`src/rtl/btn_latch_ctrl.sv`:
```
// Button-to-LED latch sequencer: 2-FF sync + debounce on two active-low buttons,
// one-cycle latch gate per commit press, LED shift register. Optional LED_TIMEOUT_EN.
module btn_latch_ctrl #(
  parameter int DEBOUNCE_CYCLES = 270000,
  parameter int LED_W           = 5,
  parameter int TIMEOUT_CYCLES  = 2700000
) (
  input  logic             clk,
  input  logic             rst,
  input  logic [1:0]       btn,
  output logic [LED_W-1:0] LED,
  output logic             latch_en,
  output logic             latch_d,
  output logic             busy
);

  localparam int             DB_W    = $clog2(DEBOUNCE_CYCLES + 1);
  localparam logic [DB_W-1:0] DB_LAST = DB_W'(DEBOUNCE_CYCLES - 1);

  if (DEBOUNCE_CYCLES < 1 || LED_W < 2 || TIMEOUT_CYCLES < 1) begin : g_bad_params
    $error("btn_latch_ctrl: DEBOUNCE_CYCLES, TIMEOUT_CYCLES must be >= 1 and LED_W >= 2");
  end

  typedef enum logic [1:0] {IDLE, CAPTURE, SHIFT, WAIT_REL} state_t;

  state_t     state, state_nxt;
  logic [1:0] sync1, sync2;
  logic [1:0] pressed;
  logic [1:0] db;
  logic [1:0] db_prev;
  logic       press0;
  logic       rise1;

  // Sync regs reset to 1 so the released buttons are not mistaken for a press.
  // NOTE: non-blocking assignments for all flops so every register samples pre-edge values.
  always_ff @(posedge clk) begin
    if (rst) begin
      sync1 <= 2'b11;
      sync2 <= 2'b11;
    end else begin
      sync1 <= btn;
      sync2 <= sync1;
    end
  end

  assign pressed = ~sync2;

  for (genvar i = 0; i < 2; i++) begin : g_db
    logic            stable;
    logic [DB_W-1:0] cnt;

    always_ff @(posedge clk) begin
      if (rst) begin
        stable <= 1'b0;
        cnt    <= '0;
      end else if (pressed[i] != stable) begin
        if (cnt == DB_LAST) begin
          stable <= ~stable;
          cnt    <= '0;
        end else begin
          cnt <= cnt + 1'b1;
        end
      end else begin
        cnt <= '0;
      end
    end

    assign db[i] = stable;
  end

  always_ff @(posedge clk) begin
    if (rst) db_prev <= 2'b00;
    else     db_prev <= db;
  end

  assign press0 = db[0] & ~db_prev[0];
  assign rise1  = db[1] & ~db_prev[1];

  always_ff @(posedge clk) begin
    if (rst) state <= IDLE;
    else     state <= state_nxt;
  end

  // NOTE: default assignment first keeps this combinational block latch-free.
  always_comb begin
    state_nxt = state;
    unique case (state)
      IDLE:     if (press0) state_nxt = CAPTURE;
      CAPTURE:  state_nxt = SHIFT;
      SHIFT:    state_nxt = WAIT_REL;
      WAIT_REL: if (!db[0]) state_nxt = IDLE;
    endcase
  end

  always_comb begin
    latch_en = (state == CAPTURE);
    busy     = (state != IDLE);
  end

`ifdef LED_TIMEOUT_EN
  localparam int             TO_W    = $clog2(TIMEOUT_CYCLES + 1);
  localparam logic [TO_W-1:0] TO_LAST = TO_W'(TIMEOUT_CYCLES - 1);

  logic [TO_W-1:0] idle_cnt;
  logic            idle_run;
  logic            idle_expire;

  assign idle_run    = (state == IDLE) && (LED != '0) && !press0;
  assign idle_expire = idle_run && (idle_cnt == TO_LAST);

  always_ff @(posedge clk) begin
    if (rst)                          idle_cnt <= '0;
    else if (idle_run && !idle_expire) idle_cnt <= idle_cnt + 1'b1;
    else                              idle_cnt <= '0;
  end
`endif

  // latch_d is captured with the press and held until the next capture.
  always_ff @(posedge clk) begin
    if (rst) begin
      LED     <= '0;
      latch_d <= 1'b0;
    end else begin
      if (state == IDLE && press0) latch_d <= db[1];
      if (state == SHIFT)                   LED <= {LED[LED_W-2:0], latch_d};
      else if (state == WAIT_REL && rise1)  LED <= '0;
`ifdef LED_TIMEOUT_EN
      else if (idle_expire)                 LED <= '0;
`endif
    end
  end

endmodule
```
`config.mk`:
```
export PLATFORM = sky130hd
export DESIGN_NAME = btn_latch_ctrl
export DESIGN_NICKNAME = d
export VERILOG_FILES = /design/src/rtl/btn_latch_ctrl.sv
export SDC_FILE = /design/constraint.sdc
export NUM_CORES = 1
export LEC_CHECK = 0
export CAP_MARGIN = 10
export CORE_MARGIN = 4
export CORE_UTILIZATION = 40
export CTS_CLUSTER_DIAMETER = 150
export DETAILED_ROUTE_END_ITERATION = 12
export PLACE_DENSITY = 0.61
export SLEW_MARGIN = 30
export SYNTH_ARGS = -nofsm -noshare
export SYNTH_HDL_FRONTEND = slang
export SYNTH_SLANG_ARGS = --single-unit
```
`constraint.sdc`:
```
create_clock -name clk -period 3 [get_ports clk]
set_input_delay 0.6 -clock clk [delete_from_list [all_inputs] [get_ports clk]]
set_output_delay 0.6 -clock clk [all_outputs]
set_load 0.05 [all_outputs]
```
==> results_dict.tcl, run 1 <==
set metrics [dict create \
    grt_util_met3_pct 3.30 \
    relSlewSlack_pct 41.2 \
    yosys_register_bits 54 \
    first_global_vias 1653 \
    core_um2 5680 \
    worst_slew_pin_slew_ns 0.878 \
    synthCells 255 \
    crit_buf_inv 3 \
    core.rowCount 27 \
    postCtsHoldBufs 0 \
    async_flop_share_pct 0 \
    hold_class "flip-flop to flip-flop" \
    final-max-slew-violation-count 0 \
    num_vias 1743 \
    hpwl_um 3060 \
    grt_overflow 0 \
    ir_worst_vdd_uv 294 \
    critPathMaxStageDelay_ns 0.80 \
    reg2reg_slack_ns 0.87 \
    die_x_um 85.4 \
    yosys.area.top_type_share_pct 45.1 \
    via_per_inst 5.14 \
    drt_first_pass_iters 4 \
    io_pins 12 \
    holdPathStages 1 \
    synth_edf_count 0 \
    fmax_mhz 403 \
    timing.rr.end "g_db[1].cnt[7]" \
    grt_usage_pct 12.0 \
    clkTransAtPathRegs_ns 0.10 \
    antenna_found_initial 0 \
    synth.net_count 265 \
    clock_sinks 54 \
    syn_to_final_growth_pct 10.2 \
    nNetsFinal 277 \
    worstHoldEndpoint "sync2[0]" \
    cp-start-kind "flip-flop" \
    rsz0062_at_grt "false" \
    clkLatencyLatePin_ns 0.30 \
    yosysTopAreaCell "dfxtp_1" \
    critPathMaxFanout 4 \
    htree_num_levels 2 \
    antenna-diode-count 0 \
    p_per_area_nw_per_um2 480 \
    drtAntennaViolNets 0 \
    start_util_pct 42.3 \
    cp-end-kind "output pin" \
    syn-cell-area_um2 2400 \
    slowest_stage "clkdlybuf4s50_1" \
    die_height_um 85.4 \
    synthFlopType "dfxtp_1" \
    remaining_drc_errors 0 \
    post_cts_buffers 0 \
    worstHoldStart "sync1[0]" \
    path_class "flip-flop to output pin" \
    cp_data_required_time_ns 2.40 \
    grt_use_met2_pct 18.8 \
    fin_crit_sh_pct 82.6 \
    status "completed" \
    port-buffer-count 11 \
    timing_hold_violations_final 0 \
    dieArea_um2 7300 \
    r2r-start "g_db[1].cnt[16]" \
    grt_max_degree 17 \
    cts_made_buffers 5 \
    fin_tns_setup_ns 0 \
    post_cts_resized 0 \
    yosysUniqueCellTypes 41 \
    drive_gt1_share_pct 10.9 \
    max-cap-violations 0 \
    avgSynthCellArea_um2 9.41 \
    grt_pass1_wl_um 7380 \
    clock_path_buffers 2 \
    setup_ws_ns 0.522 \
    gp_congestion 0.765 \
    p_leak_nw 0.785 \
    ys_warn_count 0 \
    ys_top_cells_by_count "dfxtp_1, nor2_1, xnor2_1, nand4_1, nor4_1" \
    synth.top_cells.by_area "dfxtp_1, xnor2_1, nor2_1" \
    min_period_ns 2.48 \
    cts_root_buf "clkbuf_8" \
    cts_tree "built" \
    ys_seq_area_share_pct 45.1 \
    setup_viol 0 \
    post-place-ws_ns 0.851 \
    wl_per_cell_um 12.3 \
    clock_skew_ns 0.0161 \
    rr_worst_depth 4 \
    critPathArrivalTime_ns 1.88 \
    critPathTopFamily "buffers and inverters" \
    grt.busiest_layer "met2" \
    synth_most_common_cell "dfxtp_1" \
    cpMostUsedCell "inv_1" \
    met1_usage_pct 16.4 \
    wirelength_um 4160 \
    crit_chain "inv_1 > ha_1 > inv_1 > clkdlybuf4s50_1" \
    drt_iter0_drc 100 \
]
-- logic make-up after synthesis --
family | synth area share [%]
buffers and inverters | 3.23
AO/OA/AOI/OAI | 6.83
AND/OR/NAND/NOR | 28.3
flip-flops | 45.1
multiplexers | 2.14
adder cells (fa/ha/maj) | 3.13
XOR/XNOR | 11.3
-- per-stage QoR --
stage	hold WS [ns]	util [%]	total power, mW	instance area (um2)	cells
3_3_place_gp	0.396	45.1	0.905	2560	332
2_1_floorplan	0.389	-	0.866	2400	255
5_1_grt	0.425	46.6	1.33	2640	339
6_report	0.415	46.6	1.27	2640	339
4_1_cts	0.418	46.6	1.29	2640	339
3_5_place_dp	0.398	45.1	0.907	2560	332
-- flip-flops by register name (all words and copies together), names as in the netlist --
register	flops
latch_d	1
sync1	2
LED	5
db_prev	2
state	2
g_db.cnt	38
g_db.stable	2
sync2	2
-- worst reg2reg max path: stages (launching register included) --
cell and delay [ns]:
dfxtp_1 0.35, or4_1 0.53, or4_4 0.55, o21ai_4 0.47
nor2_1 0.11
-- cell usage in the layout, fill, tap and decap left out, types with 2 or more instances in the layout --
| master | count |
|---|---|
| inv_1 | 8 |
| or3_1 | 4 |
| o21ai_0 | 2 |
| xor2_1 | 10 |
| nor2_1 | 35 |
| dfxtp_1 | 54 |
| clkinvlp_4 | 2 |
| nor2b_1 | 2 |
| nand3_1 | 11 |
| a21oi_1 | 4 |
| nor2_2 | 10 |
| nand4_1 | 14 |
| xnor2_1 | 21 |
| or2_2 | 5 |
| or4_4 | 2 |
| nor4_1 | 12 |
| or4_1 | 4 |
| and3_1 | 2 |
| nand2b_1 | 2 |
| ha_1 | 6 |
| a31oi_1 | 2 |
| nor3_1 | 8 |
| nand2_1 | 7 |
| mux2i_1 | 4 |
| clkdlybuf4s50_1 | 11 |
| a22oi_1 | 6 |
| clkbuf_8 | 5 |
-- power by group --
group / leakage, nW / switching, mW / internal [mW]
Combinational: 0.313 / 0.0974 / 0.0543
Sequential: 0.436 / 0.00985 / 0.727
Clock: 0.0362 / 0.220 / 0.160
Total: 0.785 / 0.327 / 0.941
-- final cells by class --
cell class,count,area [um2]
well taps,72,90.1
inverters,8,30.0
repair buffers,12,118
fillers,544,3030
flip-flops and latches,54,1080
clock inverters,2,15.0
multi-input cells,186,1240
clock buffers,5,68.8
-- how the worst max path moves through the flow --
| stage | startpoint | end | slack, ns | depth (start not counted) |
|---|---|---|---|---|
| 6_report | state[0] | busy | 0.52 | 4 |
| 5_1_grt | state[0] | busy | 0.45 | 4 |
| 4_1_cts | state[0] | busy | 0.51 | 4 |
| 3_5_place_dp | state[0] | busy | 0.85 | 4 |
| 3_3_place_gp | state[0] | busy | 0.86 | 4 |
| 2_1_floorplan | g_db[1].cnt[8] | g_db[1].cnt[10] | 1.06 | 6 |
-- layer usage --
layer,wire length [um],vias up
met5,0,-
met1,2210,793
li1,-,924
met2,1770,21
met4,44,0
met3,131,5
No activity file was read; power rests on OpenSTA's default activity.
==> run 2, diff against run 1 <==
Clock period 3 ns to 2.41 ns, I/O delays scaled along.
==> run 2 against run 1 <==
Net effect: design area increased by 2.6%; combinational power increased by 24%; sequential power increased by 24%; critical path type unchanged; routed wire length increased by 1.9%; clock-buffer cell count increased by 2; global-route usage increased by 0.39 points; cell count increased by 2.1%.
==> results_dict.tcl, run 2 (synthesized netlist as in run 1, its figures left out) <==
set metrics [dict create \
    drt_iter0_drc 83 \
    status "completed" \
    p_per_area_nw_per_um2 610 \
    hold_class "flip-flop to flip-flop" \
    worstHoldStart "sync1[1]" \
    wl_met2_um 1670 \
    largest_register_ffs 38 \
    grt_max_degree 17 \
    clkTransAtPathRegs_ns 0.10 \
    cp-end-kind "output pin" \
    via_per_inst 5.16 \
    io_pins 12 \
    clock_sinks 54 \
    antenna-diode-count 0 \
    dieArea_um2 7300 \
    wl_per_cell_um 12.2 \
    relSlewSlack_pct 66.4 \
    grt_overflow 0 \
    first_global_vias 1643 \
    fin_area_um2 2710 \
    syn_to_final_growth_pct 13.0 \
    die_x_um 85.4 \
    drive_gt1_share_pct 13.1 \
    critPathMaxFanout 4 \
    cp_data_required_time_ns 1.93 \
    wirelength_um 4240 \
    rr_worst_depth 5 \
    num_vias 1784 \
    path_class "flip-flop to output pin" \
    largestRegisters "g_db.cnt: 38 flops, LED: 5 flops" \
    reg2reg_slack_ns 0.42 \
    fmax_mhz 464 \
    multiInputGateArea_um2 1240 \
    clkLatencyLatePin_ns 0.30 \
    layout.cells.non_filler 346 \
    fin_crit_sh_pct 89.4 \
    start_util_pct 42.3 \
    final-max-slew-violation-count 0 \
    regArea_um2 1080 \
    wl_met3_um 166 \
    setup_ws_ns 0.256 \
    p_leak_nw 0.847 \
    drt-met1-wl_um 2330 \
    setup_viol 0 \
    antenna_found_initial 0 \
    power_mw 1.65 \
    max-cap-violations 0 \
    layout_commonest_cell "dfxtp_1" \
    die_height_um 85.4 \
    cp-start-kind "flip-flop" \
    grt_pass1_wl_um 7480 \
    critPathArrivalTime_ns 1.67 \
    cts_tree "built" \
    regMostFlops "g_db.cnt" \
    core.rowCount 27 \
    cts_made_buffers 5 \
    clock_skew_ns 0.00941 \
    remaining_drc_errors 0 \
    clock_path_buffers 2 \
    core_um2 5680 \
    min_period_ns 2.15 \
    timing.rr.end "g_db[1].cnt[4]" \
    layout_common_cells "dfxtp_1, nor2_1, xnor2_1" \
    nNetsFinal 283 \
    r2r-start "g_db[1].cnt[16]" \
    drt_first_pass_iters 5 \
    holdPathStages 1 \
    timing_hold_violations_final 0 \
    port-buffer-count 11 \
    worstHoldEndpoint "sync2[1]" \
    hpwl_um 3130 \
    rsz0062_at_grt "false" \
    worst_slew_pin_slew_ns 0.502 \
    fin_tns_setup_ns 0 \
    drtAntennaViolNets 0 \
    placedCellCount 338 \
    post-place-ws_ns 0.391 \
    fill_cells 528 \
    placed_area_um2 2600 \
    grt_usage_pct 12.4 \
    gp_congestion 0.752 \
    cts_root_buf "clkbuf_8" \
    htree_num_levels 2 \
    top_layer "met4" \
    ir_worst_vdd_uv 380 \
]
run 2: area by class of cell:
class                           instances  share of cell area (%)
Inverter                                8                    1.11
Timing Repair Buffer                   18                    6.09
Tap cell                               72                    3.32
Clock buffer                            7                    3.55
Sequential cell                        54                    39.9
Multi-Input combinational cell        186                    45.7
Clock inverter                          1                   0.323
run 2: how the worst max path moves through the flow:
stage / startpoint / slack (ns) / end
2_1_floorplan: g_db[1].cnt[8] / 0.47 / g_db[1].cnt[10]
3_3_place_gp: g_db[1].cnt[8] / 0.44 / g_db[1].cnt[7]
3_5_place_dp: state[0] / 0.39 / busy
4_1_cts: state[0] / 0.04 / busy
5_1_grt: state[1] / 0.15 / latch_en
6_report: state[1] / 0.26 / latch_en
run 2: metrics by stage:
stage | util (%) | hold slack [ns]
final | 47.8 | 0.418
after global routing | 47.8 | 0.430
after CTS | 47.7 | 0.417
after detailed placement | 45.9 | 0.394
after global placement | 45.9 | 0.395
after floorplan | - | 0.389
run 2: power by group:
group          switching (mW)  total, mW  internal (mW)
logic                   0.120      0.189         0.0689
clock network           0.284      0.548          0.264
registers              0.0121      0.917          0.905
total                   0.417       1.65           1.24
run 2: repair_timing:
item | in CTS | in global routing
resized for setup | 0 | 1
endpoints found under the setup margin | 0 | 1
hold buffers | 0 | 0
setup buffers | 0 | 0
run 2: critical path, cell delays in order (launching register included):
cell and delay (ns):
dfxtp_1 0.35, inv_1 0.08, ha_1 0.14, clkdlybuf4s50_1 0.79
run 2: routing by layer:
| layer | global-route usage [%] | up-vias |
|---|---|---|
| met5 | 0 | - |
| met4 | 4.32 | 0 |
| met3 | 3.50 | 6 |
| met2 | 17.3 | 30 |
| met1 | 18.1 | 806 |
| li1 | - | 942 |
==> patch, RTL diff (flow settings as in run 2) <==
The option `LED_TIMEOUT_EN` is turned on by a define.
--- a/src/rtl/btn_latch_ctrl.sv
+++ b/src/rtl/btn_latch_ctrl.sv
@@ -1,5 +1,7 @@
 // Button-to-LED latch sequencer: 2-FF sync + debounce on two active-low buttons,
 // one-cycle latch gate per commit press, LED shift register. Optional LED_TIMEOUT_EN.
+`define LED_TIMEOUT_EN
+
 module btn_latch_ctrl #(
   parameter int DEBOUNCE_CYCLES = 270000,
   parameter int LED_W           = 5,
Behaviour: same outputs for any inputs over 10 cycles, from zero or initial values and one cycle with rst high; that may be too few to reach the edited logic, so the function may still have changed.
==> patch against run 2 <==
- worst setup slack got worse by 0.13 ns
- clock power increased by 81%
- sequential cell count increased by 22
- area after synthesis increased by 40%
- total power increased by 48%
- cell area increased by 41%
- routed wire length increased by 55%
- sequential power increased by 40%
- combinational power decreased by 8%
- clock skew decreased by 0.0010 ns
- non-clock buffer count increased by 3
==> patch: results (changes against run 2) <==
Reg2Reg Setup Slack = 0.28 ns (-0.14 ns)
FF-to-FF Start = idle_cnt[15]
Slew HR = 0.607 (-0.0571)
Skew-Pair Late Insertion Delay = 0.35 ns (+0.05 ns)
Largest regs = g_db.cnt (38), idle_cnt (22), LED (5)
placed cell area = 3630 µm² (+39%)
Critical Path Sink = latch_en
Filler cells = 816 (+55%)
nets = 416 (+47%)
Cell variety after synth = 39 (-4.9%)
PwrDens = 638 nW/µm² (+4.5%)
H-tree Lvls = 3 (+1)
Async SR Flop Fraction = 0 (unchanged)
cells after synthesis = 379 (+49%)
synth top area cells = dfxtp_1 45%, xnor2_1 9.7%, nor2_1 8.0%
Root Driver = clkbuf_8
first-pass GRT wire length = 11600 µm (+55%)
Hold Path Sink = sync2[0]
Internal = 0.00184 W (+48%)
Peak VDD IR = 0.360 mV (-5.4%)
GPL Wtd Cong = 0.753 (+0.13%)
hold path startpoint = sync1[0]
clock-pin slew on the worst setup and hold paths = 0.08 ns (-0.02 ns)
Reg2Reg Depth = 4 (-1)
Finished Layout Cells = 514 (+49%)
RR Endpoint = idle_cnt[14]
vias in the first global route = 2540 (+55%)
P_leak = 1.13 nW (+33%)
total wire length = 6550 µm (+55%)
fraction of layout cells with a size suffix above 1 = 0.0954 (-0.0360)
Final Skew = 0.00841 ns (-0.00101 ns)
Tot GR Track Use = 0.144 (+0.0197)
outcome = completed
largest net degree at the start of global routing = 20 (+3)
Cells after DPL = 498 (+47%)
post-DP HPWL = 4700 µm (+50%)
patch: cell types whose count changed after synthesis, sizes merged, moves of 9 or more:
cell and delta:
inv +9, nor4 +10, nand3 +9, nand2 +9, xnor2 +16, nor2 +26
dfxtp +22
patch: critical path: cells and delay by family, from the launching register on:
kind,cells,cell delay (ns)
DFF,1,0.34
adders and majority gates,1,0.19
buffers and inverters,2,0.91
patch: per-layer routing:
layer / GRT usage / up-vias / routed length (µm)
li1: - / 1384 / -
met2: 0.217 / 31 / 2920
met5: 0 / - / 0
met1: 0.195 / 1257 / 3290
met4: 0.0756 / 0 / 138
met3: 0.0281 / 10 / 201
patch: final cells by class:
cell class | instances | share of cell area
flip-flops and latches | 76 | 0.397
inverters | 17 | 0.0167
clock buffers | 11 | 0.0369
repair buffers | 21 | 0.0477
clock inverters | 5 | 0.0157
well taps | 105 | 0.0343
multi-input cells | 279 | 0.451
patch: kinds of logic after synthesis:
family / after synthesis / synth area share
AOI/OAI and AO/OA: 31 / 0.0680
xor gates and xnor gates: 45 / 0.118
adders and majority gates: 8 / 0.0299
buffers and inverters: 24 / 0.0299
DFF: 76 / 0.454
muxes: 5 / 0.0157
and+or+nand+nor: 190 / 0.285
patch: stage by stage:
stage                     hold slack (ns)  total power, W
after floorplan                     0.389         0.00143
after global placement              0.395         0.00148
after detailed placement            0.398         0.00148
after CTS                           0.416         0.00248
after global routing                0.437         0.00254
final                               0.419         0.00244
patch: power groups by stage:
stage	logic (W)	registers [W]	clock network [W]
global placement	0.000173	0.00131	0
finish	0.000173	0.00128	0.000991
CTS	0.000176	0.00128	0.00102
floorplan	0.000124	0.00130	0
detailed placement	0.000174	0.00131	0
global route	0.000189	0.00128	0.00107
